**src/rtl/vga_timing_controller.sv**
```systemverilog
// VGA raster timing generator with a small built-in test-pattern source.
// Counters advance on every enabled clock; all outputs are registered one cycle behind.
module vga_timing_controller #(
  parameter int H_VISIBLE = 800,
  parameter int H_FRONT   = 40,
  parameter int H_SYNC    = 128,
  parameter int H_BACK    = 88,
  parameter int V_VISIBLE = 600,
  parameter int V_FRONT   = 1,
  parameter int V_SYNC    = 4,
  parameter int V_BACK    = 23
) (
  input  logic       CLK,
  input  logic       RESET_N,
  input  logic       ENABLE,
  input  logic [1:0] PATTERN_SEL,
  output logic       HS,
  output logic       VS,
  output logic       DE,
  output logic [9:0] X,
  output logic [9:0] Y,
  output logic       FRAME_START,
  output logic       LINE_START,
  output logic [3:0] R,
  output logic [3:0] G,
  output logic [3:0] B
);

  localparam int H_TOTAL = H_VISIBLE + H_FRONT + H_SYNC + H_BACK;
  localparam int V_TOTAL = V_VISIBLE + V_FRONT + V_SYNC + V_BACK;
  localparam int HW = $clog2(H_TOTAL + 1);
  localparam int VW = $clog2(V_TOTAL + 1);

  localparam logic [HW-1:0] H_LAST   = HW'(H_TOTAL - 1);
  localparam logic [HW-1:0] H_DE_END = HW'(H_VISIBLE);
  localparam logic [HW-1:0] HS_BEG   = HW'(H_VISIBLE + H_FRONT);
  localparam logic [HW-1:0] HS_END   = HW'(H_VISIBLE + H_FRONT + H_SYNC);
  localparam logic [VW-1:0] V_LAST   = VW'(V_TOTAL - 1);
  localparam logic [VW-1:0] V_DE_END = VW'(V_VISIBLE);
  localparam logic [VW-1:0] VS_BEG   = VW'(V_VISIBLE + V_FRONT);
  localparam logic [VW-1:0] VS_END   = VW'(V_VISIBLE + V_FRONT + V_SYNC);

  typedef enum logic [1:0] {
    PAT_BLACK = 2'd0,
    PAT_BARS  = 2'd1,
    PAT_CHECK = 2'd2,
    PAT_GRAD  = 2'd3
  } pat_e;

  logic [HW-1:0] h, h_nxt;
  logic [VW-1:0] v, v_nxt;
  pat_e          pat, pat_cur;
  logic          at_origin, de_c, hs_c, vs_c;
  logic [9:0]    xc, yc, bar;
  logic [11:0]   rgb_c;

  always_comb begin
    h_nxt = h + HW'(1);
    v_nxt = v;
    if (h == H_LAST) begin
      h_nxt = '0;
      v_nxt = (v == V_LAST) ? '0 : v + VW'(1);
    end

    at_origin = (h == '0) && (v == '0);
    // The origin pixel already uses the newly sampled pattern, since that is the latch point.
    pat_cur = at_origin ? pat_e'(PATTERN_SEL) : pat;

    de_c = (h < H_DE_END) && (v < V_DE_END);
    hs_c = (h >= HS_BEG) && (h < HS_END);
    vs_c = (v >= VS_BEG) && (v < VS_END);
    xc   = 10'(h);
    yc   = 10'(v);
    bar  = xc / 10'd100;

    rgb_c = '0;
    case (pat_cur)
      PAT_BARS: begin
        if (bar < 10'd8) begin
          case (bar[2:0])
            3'd0:    rgb_c = 12'hFFF;
            3'd1:    rgb_c = 12'hFF0;
            3'd2:    rgb_c = 12'h0FF;
            3'd3:    rgb_c = 12'h0F0;
            3'd4:    rgb_c = 12'hF0F;
            3'd5:    rgb_c = 12'hF00;
            3'd6:    rgb_c = 12'h00F;
            default: rgb_c = 12'h000;
          endcase
        end
      end
      PAT_CHECK: rgb_c = (xc[5] ^ yc[5]) ? 12'hFFF : 12'h000;
      PAT_GRAD:  rgb_c = {xc[7:4], yc[7:4], 4'h0};
      default:   rgb_c = '0;
    endcase
    if (!de_c) rgb_c = '0;
  end

  always_ff @(posedge CLK or negedge RESET_N) begin
    if (!RESET_N) begin
      h           <= '0;
      v           <= '0;
      pat         <= PAT_BLACK;
      HS          <= 1'b0;
      VS          <= 1'b0;
      DE          <= 1'b0;
      FRAME_START <= 1'b0;
      LINE_START  <= 1'b0;
      X           <= '0;
      Y           <= '0;
      R           <= '0;
      G           <= '0;
      B           <= '0;
    end else if (!ENABLE) begin
      h           <= '0;
      v           <= '0;
      HS          <= 1'b0;
      VS          <= 1'b0;
      DE          <= 1'b0;
      FRAME_START <= 1'b0;
      LINE_START  <= 1'b0;
      X           <= '0;
      Y           <= '0;
      R           <= '0;
      G           <= '0;
      B           <= '0;
    end else begin
      h           <= h_nxt;
      v           <= v_nxt;
      if (at_origin) pat <= pat_cur;
      HS          <= hs_c;
      VS          <= vs_c;
      DE          <= de_c;
      FRAME_START <= at_origin;
      LINE_START  <= (h == '0);
      X           <= xc;
      Y           <= yc;
      R           <= rgb_c[11:8];
      G           <= rgb_c[7:4];
      B           <= rgb_c[3:0];
    end
  end

endmodule

```
**config.mk**
```make
export PLATFORM = sky130hd
export DESIGN_NAME = vga_timing_controller
export DESIGN_NICKNAME = d
export VERILOG_FILES = /design/src/rtl/vga_timing_controller.sv
export SDC_FILE = /design/constraint.sdc
export NUM_CORES = 1
export LEC_CHECK = 0
export ABC_CLOCK_PERIOD_IN_PS = 3000
export CAP_MARGIN = 20
export CORE_MARGIN = 2
export CORE_UTILIZATION = 50
export DETAILED_ROUTE_END_ITERATION = 7
export PLACE_DENSITY = 0.76
export SYNTH_ARGS = -nofsm -noshare
export SYNTH_HDL_FRONTEND = slang
export SYNTH_SLANG_ARGS = --single-unit
```
**constraint.sdc**
```tcl
create_clock -name CLK -period 3 [get_ports CLK]
set_input_delay 0.75 -clock CLK [delete_from_list [all_inputs] [get_ports CLK]]
set_output_delay 0.75 -clock CLK [all_outputs]
set_load 0.005 [all_outputs]
```
==> flow_summary.json, run 1 <==
{
  "core_sq_um": 5991,
  "overflow": 0,
  "hold_violations": 0,
  "grt_util_met2_pct": 32.77,
  "final_layout_size_suffix_gt1_share_pct": 12.54,
  "rows": 28,
  "max-slew-margin-rel_pct": 53.28,
  "cts_root_buf": "clkbuf_8",
  "synth_edf_count": 0,
  "reg2reg_setup_slack_ps": 550,
  "skew_ps": 7.343,
  "ys_top_cells_by_area": "dfrtp_1 (46%), and2_1 (4.8%), nand2_1 (3.5%), a21oi_1 (2.9%), ha_1 (2.4%)",
  "vias": 2436,
  "fillers": 487,
  "post-route-drc-count": 0,
  "seqCellArea_sq_um": 1426,
  "ys_types": 61,
  "synth_top_area_share_pct": 45.65,
  "top_usage_layer": "met2",
  "ys_ff_latch": 57,
  "hold_class": "primary input to asynchronous set/reset pin",
  "cp.arrival_ps": 2700,
  "max-cap-violations": 0,
  "grt.total_usage_pct": 20.16,
  "portBuffers": 41,
  "p_total_uw": 1834,
  "die_area_sq_um": 6896,
  "path_max_fanout": 8,
  "drt_iter0_drc": 213,
  "cts_tree": "built",
  "critPathRequiredTime_ps": 3250,
  "routed_wl_mm": 6.673,
  "postCtsHoldBufs": 0,
  "ir_drop_uv": 338.3,
  "synthesis.nets": 325,
  "final_max_slew_viol_count": 0,
  "synthArstFlopShare_pct": 100.0,
  "outcome": "finished, final reports clean",
  "cts_htree_levels": 3,
  "antennaDiodeCount": 0,
  "initial_core_util_pct": 52.15,
  "crit_type": "flop to flop",
  "ys_warn_count": 0,
  "fin_crit_ps": 2448,
  "p_leak_uw": 0.001613,
  "ys_seq_area_share_pct": 45.65,
  "routed_via_density": 5.718,
  "synthToLayoutAreaGrowth_pct": 18.98,
  "fmax_ghz": 0.4084,
  "antenna_found_initial": 0,
  "synthFlopType": "dfrtp_1",
  "die_w_microns": 83.05,
  "rsz0062_at_grt": "false",
  "wire_per_inst_microns": 15.66,
  "clk_pin_slew_ps": 60,
  "crit_path_end_kind": "flop",
  "grtUsageMet1_pct": 26.23,
  "final-setup-viol-count": 0,
  "yosys.area.top_type": "dfrtp_1",
  "fp.dieH_microns": 83.05,
  "hpwlAfterDp_mm": 4.598,
  "postCtsSetupRepairBufs": 0,
  "ctsResizeCount": 0,
  "netlist_instances": 314,
  "netlist_area_sq_um": 3124,
  "ios": 42,
  "fin_nets": 358,
  "dr.pass1.iters": 5,
  "hold_ws_ps": 452.9,
  "cts_buffers": 9,
  "multi_input_area_sq_um": 1488,
  "ant_nets": 0,
  "grt_use_met3_pct": 3.976,
  "gp_congestion": 0.9449,
  "cts_sinks": 57,
  "grt_pass1_wl_mm": 11.19,
  "p_per_area_nw_per_um2": 493.3,
  "clk_path_buf_depth": 2,
  "avgSynthCellArea_sq_um": 9.950,
  "fin_crit_sh_pct": 81.62,
  "clock_latency_ps": 340,
  "worst_pin_slew_ps": 700.8,
  "grt_max_degree": 32,
  "grt_pass1_vias": 2353,
  "fin_tns_setup_ps": 0,
  "worstSetupStartpointType": "flop"
}
-- registers in the layout (all words and copies together) (netlist names), 2 cells and up --
signal	flops
pat	2
R	4
G	4
v	10
X	10
h	11
Y	10
-- layer usage --
layer / share of wire (%) / vias to the layer above
met5: 0 / -
met2: 49 / 88
met4: 1.9 / 0
met3: 5.0 / 11
met1: 44 / 1182
li1: - / 1155
-- metrics by stage --
stage / worst slack [ps] / area (sq um) / instances / utilization (%)
floorplan: 1024 / 3124 / 314 / -
global placement: 547.6 / 3523 / 411 / 58.81
detailed placement: 455.9 / 3523 / 411 / 58.81
CTS: 549.1 / 3717 / 426 / 62.05
global route: 267.7 / 3717 / 426 / 62.05
finish: 551.5 / 3717 / 426 / 62.05
-- synthesized netlist by cell type (all sizes together) (2+ instances only) --
cell type / instances
nand4b: 3
a2111oi: 3
o211ai: 2
xnor2: 7
and2: 24
o211a: 2
or4: 2
mux2: 2
nor3b: 2
a211oi: 2
xor2: 6
a21o: 2
and3: 5
nor4: 2
o31ai: 5
nand4: 3
clkbuf: 4
o21ai: 19
o41ai: 2
dfrtp: 57
and4: 3
nor2: 24
buf: 23
nand2: 30
inv: 10
nand2b: 2
nor2b: 5
a31oi: 3
nand3: 8
ha: 6
a22oi: 4
nor3: 5
mux2i: 4
a21bo: 2
a21oi: 20
-- final timing paths --
kind | start | to | depth (start not counted)
min in group CLK | h[0] | h[0] | 1
max in group asynchronous | RESET_N | FRAME_START | 2
hold reg to reg | h[0] | h[0] | 1
hold / removal | RESET_N | X[6] | 1
setup / recovery | v[0] | R[1] | 8
setup reg to reg | v[0] | R[1] | 8
-- power by group --
part	internal (uW)	switching [uW]	total (uW)
Clock	399	301	700
Combinational	138	139	278
Sequential	817	38.8	856
Total	1350	479	1830
-- layout make-up --
type	instances	area share, %
flip-flops and latches	57	38.37
repair buffers	49	12.86
clock inverters	5	1.515
multi-input cells	220	40.02
clock buffers	10	3.702
well taps	75	2.524
inverters	10	1.010
-- cells in the final DEF (no fill, tap or decap), types with 8 or more instances in the layout --
master           instances
clkdlybuf4s50_1         40
clkbuf_8                10
o21ai_1                 11
inv_1                   10
nand2_1                 29
dfrtp_1                 57
o21ai_0                  8
nor2_1                  19
and2_1                  24
a21oi_1                 18
nand3_1                  8
-- cells by family after synthesis --
| family | synth area share (%) |
|---|---|
| xor+xnor | 3.644 |
| fa+ha+maj | 2.403 |
| simple gates | 22.03 |
| mux | 2.002 |
| compound gates | 17.54 |
| buf+inv | 6.728 |
| flops | 45.65 |
-- worst max-delay path, stage by stage, from the launching register on --
cell and delay [ps]:
dfrtp_1 460, inv_1 110, ha_1 180, nor3b_1 250, nand4_1 250, nor2_2 250, mux2i_1 560, nand2_1 120
a21oi_1 180
No activity file was read; power rests on OpenSTA's default activity.
==> run 2: changes to the inputs <==
ABC_CLOCK_PERIOD_IN_PS = 2390   (was 3000)
clock period = 2.39 ns   (was 3 ns; I/O delays follow)
==> run 2 against run 1 <==
Non-clock buffer count up 3. Die area unchanged. Register-to-register slack worse by 370 ps. Sequential cell count unchanged. Sequential power up 25%. Cell count up 0.94%. Critical path depth up 1. Via count down 0.66%. Utilization up 1.2 points. Sequential share of layout area down 0.71 points. Critical endpoint unchanged.
==> flow_summary.json, run 2 (synthesis gave the netlist of run 1 again) <==
{
  "grt_max_degree": 58,
  "crit_cells": 9,
  "core_sq_um": 5991,
  "final_common_cell": "dfrtp_1",
  "crit-reg2reg-launch": "v[1]",
  "skew_ps": 5.721,
  "grt_pass1_wl_mm": 11.13,
  "grt_pass1_vias": 2341,
  "placed_area_sq_um": 3558,
  "rows": 28,
  "worstSetupStartpointType": "flop",
  "hpwlAfterDp_mm": 4.498,
  "wire_per_inst_microns": 15.32,
  "cts_tree": "built",
  "antennaDiodeCount": 0,
  "cts_root_buf": "clkbuf_8",
  "final-setup-viol-count": 0,
  "ant_nets": 0,
  "reg2reg_setup_slack_ps": 180,
  "cp.arrival_ps": 2460,
  "cts_sinks": 57,
  "swShare_pct": 25.13,
  "crit_path_end_kind": "flop",
  "crit_family": "simple AND/OR/NAND/NOR gates",
  "cp_slowest_cell": "dfrtp_1",
  "hold_class": "primary input to asynchronous set/reset pin",
  "fin_crit_ps": 2207,
  "critPathRequiredTime_ps": 2650,
  "p_per_area_nw_per_um2": 637.9,
  "ir_drop_uv": 565.5,
  "cts_buffers": 9,
  "cellInternalPower_uw": 1809,
  "outcome": "finished, final reports clean",
  "postCtsHoldBufs": 0,
  "worst_pin_slew_ps": 756.6,
  "gp_congestion": 0.9280,
  "crit_path_end": "R[1]",
  "fp.dieH_microns": 83.05,
  "die_area_sq_um": 6896,
  "portBuffers": 41,
  "vias": 2420,
  "post-route-drc-count": 0,
  "clk_pin_slew_ps": 60,
  "dr.pass1.iters": 4,
  "drt_iter0_drc": 234,
  "max-cap-violations": 0,
  "fin_crit_sh_pct": 92.36,
  "largest_register": "h",
  "p_leak_uw": 0.001644,
  "p_sw_uw": 607.2,
  "initial_core_util_pct": 52.15,
  "die_w_microns": 83.05,
  "fin_tns_setup_ps": 0,
  "clk_path_buf_depth": 2,
  "final_cell_mix": "dfrtp_1 (57), clkdlybuf4s50_1 (40), nand2_1 (29)",
  "fin_nets": 361,
  "rr_worst_depth": 9,
  "routed_via_density": 5.628,
  "final_cell_area_sq_um": 3787,
  "hold_violations": 0,
  "antenna_found_initial": 0,
  "rsz0062_at_grt": "false",
  "max-slew-margin-rel_pct": 49.56,
  "fmax_ghz": 0.4530,
  "clock_latency_ps": 340,
  "reg2reg_to": "R[1]",
  "routed_wl_mm": 6.588,
  "combinationalPowerShare_pct": 15.1,
  "final_layout_size_suffix_gt1_share_pct": 13.80,
  "path_max_fanout": 8,
  "cpPeakStageDelay_ps": 400,
  "cp-startpoint": "v[1]",
  "grt.total_usage_pct": 20.18,
  "pwr-share-clk_pct": 40.6,
  "ios": 42,
  "cts_htree_levels": 3,
  "crit_type": "flop to flop",
  "final_max_slew_viol_count": 0,
  "overflow": 0,
  "cp.buffers_inverters": 2,
  "largest_reg_flops": 11,
  "synthToLayoutAreaGrowth_pct": 21.23,
  "cp_cell_sequence": "inv_1, ha_1, nor3b_1, nand4_1, nor2_2, mux2i_1, buf_4, nand2_1, a21oi_1",
  "seqPwrFrac_pct": 44.3
}
==> run 2: cell type report <==
type,instances,area [sq um]
Fill cell,462,2203
Multi-Input combinational cell,220,1491
Sequential cell,57,1426
Timing Repair Buffer,52,513.0
Clock buffer,13,178.9
Tap cell,75,93.84
Clock inverter,3,46.29
Inverter,10,37.54
==> run 2: layer usage <==
metal  part of all wire, %  GRT usage (%)
met4                   2.4          9.985
met2                    50          32.33
met3                   3.5          5.268
met5                     0              0
met1                    44          25.32
==> run 2: how the worst min path moves through the flow <==
| stage | start | end | slack, ps | depth (start not counted) |
|---|---|---|---|---|
| after floorplan | RESET_N | B[2] | 300 | 0 |
| after global placement | h[0] | h[0] | 510 | 1 |
| after detailed placement | h[0] | h[0] | 520 | 1 |
| after CTS | RESET_N | X[2] | 250 | 2 |
| after global routing | RESET_N | X[0] | 270 | 2 |
| final | RESET_N | X[3] | 250 | 2 |
==> run 2: what timing repair did <==
item	in CTS	in global routing
endpoints found under the hold margin	0	0
setup buffers	0	0
resized for setup	0	1
setup endpoints to repair	0	4
==> run 2: power groups by stage <==
| stage | clock network [uW] | registers, uW | logic [uW] |
|---|---|---|---|
| after global placement | 0 | 1090 | 354 |
| after global routing | 1050 | 1080 | 401 |
| after floorplan | 0 | 1080 | 193 |
| after CTS | 1010 | 1070 | 367 |
| after detailed placement | 0 | 1090 | 364 |
| final | 980 | 1070 | 365 |
==> run 2: stage by stage <==
stage | utilization, % | setup slack, ps | hold WS (ps) | power (uW) | instances
3_5_place_dp | 59.40 | 245.8 | 515.3 | 1452 | 414
3_3_place_gp | 59.40 | 311.4 | 512.4 | 1440 | 414
2_1_floorplan | - | 414.3 | 301.9 | 1276 | 314
6_report | 63.22 | 182.7 | 248.7 | 2416 | 430
5_1_grt | 63.22 | 29.94 | 267.0 | 2531 | 430
4_1_cts | 63.16 | 221.0 | 249.9 | 2443 | 430
==> run 2: worst register-to-register path: cells and delay by family, from the launching register on <==
| kind | cells | cell delay, ps |
|---|---|---|
| compound gates | 1 | 180 |
| fa+ha+maj | 1 | 200 |
| buf+inv | 2 | 280 |
| flops | 1 | 400 |
| mux | 1 | 210 |
| simple gates | 4 | 850 |
==> run 3: changes to the inputs <==
CORE_MARGIN = unset   (was 2)
==> run 3 against run 2 <==
First-iteration DRC count up 2.1%. Design area up 0.13%. Non-clock buffer count up 4. Global-route usage up 2.8 points. Sequential share of layout area about the same. Register-to-register slack better by 50 ps. Worst hold slack worse by 57 ps. Cell count up 0.93%. Sequential cell count unchanged. Sequential power about the same. Via count up 2.4%. Combinational power down 1%.
==> flow_summary.json, run 3 (synthesis gave the netlist of run 1 again) <==
{
  "outcome": "finished, final reports clean",
  "ant_nets": 0,
  "cts_sinks": 57,
  "dp_slack_ps": 139.2,
  "placed_area_sq_um": 3563,
  "portBuffers": 41,
  "setup_ws_ps": 232.1,
  "initial_core_util_pct": 52.15,
  "cts_root_buf": "clkbuf_8",
  "fin_cells": 434,
  "grt_pass1_vias": 2351,
  "fin_tns_setup_ps": 0,
  "fin_crit_ps": 2158,
  "worstSetupStartpointType": "flop",
  "final_common_cell": "dfrtp_1",
  "final_cell_area_sq_um": 3792,
  "cpPeakStageDelay_ps": 800,
  "die_w_microns": 81.05,
  "reg2reg_setup_slack_ps": 230,
  "fp.dieH_microns": 81.05,
  "fin_nets": 365,
  "cp-startpoint": "h[7]",
  "largest_reg_flops": 11,
  "ios": 42,
  "largest_register": "h",
  "ir_drop_uv": 547.0,
  "grt.total_usage_pct": 22.98,
  "cp_cell_sequence": "a21bo_4, nor2_2, or4_4, a21bo_1, a31oi_1, o21ai_1",
  "core_sq_um": 5991,
  "drt_iter0_drc": 239,
  "p_per_area_nw_per_um2": 644.6,
  "postCtsHoldBufs": 0,
  "placed_cells": 418,
  "routed_wl_mm": 6.796,
  "grt_max_degree": 25,
  "crit_path_end_kind": "flop",
  "dr.pass1.iters": 4,
  "die_area_sq_um": 6568,
  "final_layout_size_suffix_gt1_share_pct": 14.76,
  "clock_latency_ps": 340,
  "final-setup-viol-count": 0,
  "worst_pin_slew_ps": 741.5,
  "cts_htree_levels": 3,
  "rr_worst_depth": 6,
  "gp_congestion": 0.8859,
  "critPathRequiredTime_ps": 2610,
  "wire_per_inst_microns": 15.66,
  "post-route-drc-count": 0,
  "max-cap-violations": 0,
  "clk_pin_slew_ps": 70,
  "fin_crit_sh_pct": 90.29,
  "final_max_slew_viol_count": 0,
  "hold_violations": 0,
  "rows": 28,
  "clk_path_buf_depth": 2,
  "crit_path_end": "B[2]",
  "grt_pass1_wl_mm": 11.31,
  "crit_type": "flop to flop",
  "skew_ps": 7.439,
  "p_total_uw": 2445,
  "synthToLayoutAreaGrowth_pct": 21.39,
  "p_leak_uw": 0.001663,
  "rsz0062_at_grt": "false",
  "path_max_fanout": 21,
  "antenna_found_initial": 0,
  "hold_class": "primary input to asynchronous set/reset pin",
  "cts_buffers": 9,
  "cp.arrival_ps": 2380,
  "overflow": 0,
  "crit-reg2reg-launch": "h[7]",
  "routed_via_density": 5.707,
  "final_cell_mix": "dfrtp_1 (57), clkdlybuf4s50_1 (40), nand2_1 (29)",
  "cts_tree": "built",
  "fmax_ghz": 0.4634,
  "max-slew-margin-rel_pct": 50.56,
  "vias": 2477,
  "reg2reg_to": "B[2]",
  "cp_slowest_cell": "dfrtp_1",
  "antennaDiodeCount": 0,
  "hpwlAfterDp_mm": 4.619
}
-- run 3: worst min-delay path by stage --
stage	startpoint	end	slack (ps)	depth (start not counted)
after floorplan	RESET_N	B[2]	300	0
after global placement	h[0]	h[0]	510	1
after detailed placement	h[0]	h[0]	520	1
after CTS	RESET_N	v[2]	200	1
after global routing	RESET_N	X[2]	220	1
final	RESET_N	X[5]	190	1
-- run 3: per-layer routing --
layer	GRT usage (%)	vias to the layer above	share of wire [%]	routed length [microns]
met2	37.82	72	51	3472
met3	5.618	13	5.0	337
li1	-	1177	-	-
met5	0	-	0	0
met1	28.29	1215	42	2856
met4	10.89	0	1.9	129
-- run 3: area by class of cell --
| type | count | area [sq um] |
|---|---|---|
| clock buffer | 11 | 141.4 |
| clock inverter | 5 | 78.83 |
| fill | 508 | 2198 |
| inverter | 10 | 37.54 |
| multi-input combinational | 220 | 1496 |
| sequential | 57 | 1426 |
| tap | 75 | 93.84 |
| timing repair buffer | 56 | 518.0 |
-- run 3: repair_timing --
| action | CTS | global route |
|---|---|---|
| setup buffers | 0 | 0 |
| resized for setup | 0 | 2 |
| setup endpoints to repair | 0 | 6 |
-- run 3: through the flow --
stage               hold slack [ps]  util, %
CTS                           200.1    63.16
floorplan                     301.9        -
detailed placement            522.0    59.48
global placement              513.3    59.48
global route                  218.3    63.30
finish                        192.2    63.30
-- run 3: worst max-delay path: cells and delay by family, from the launching register on --
family,cells,cell delay [ps]
flops,1,800
compound gates,4,700
simple gates,2,550
-- run 3: where the power goes --
group | leakage, uW | switching (uW) | internal [uW] | total (uW)
registers | 0.000778 | 47.0 | 1030 | 1070
logic | 0.000772 | 176 | 185 | 361
clock network | 0.000113 | 397 | 614 | 1010
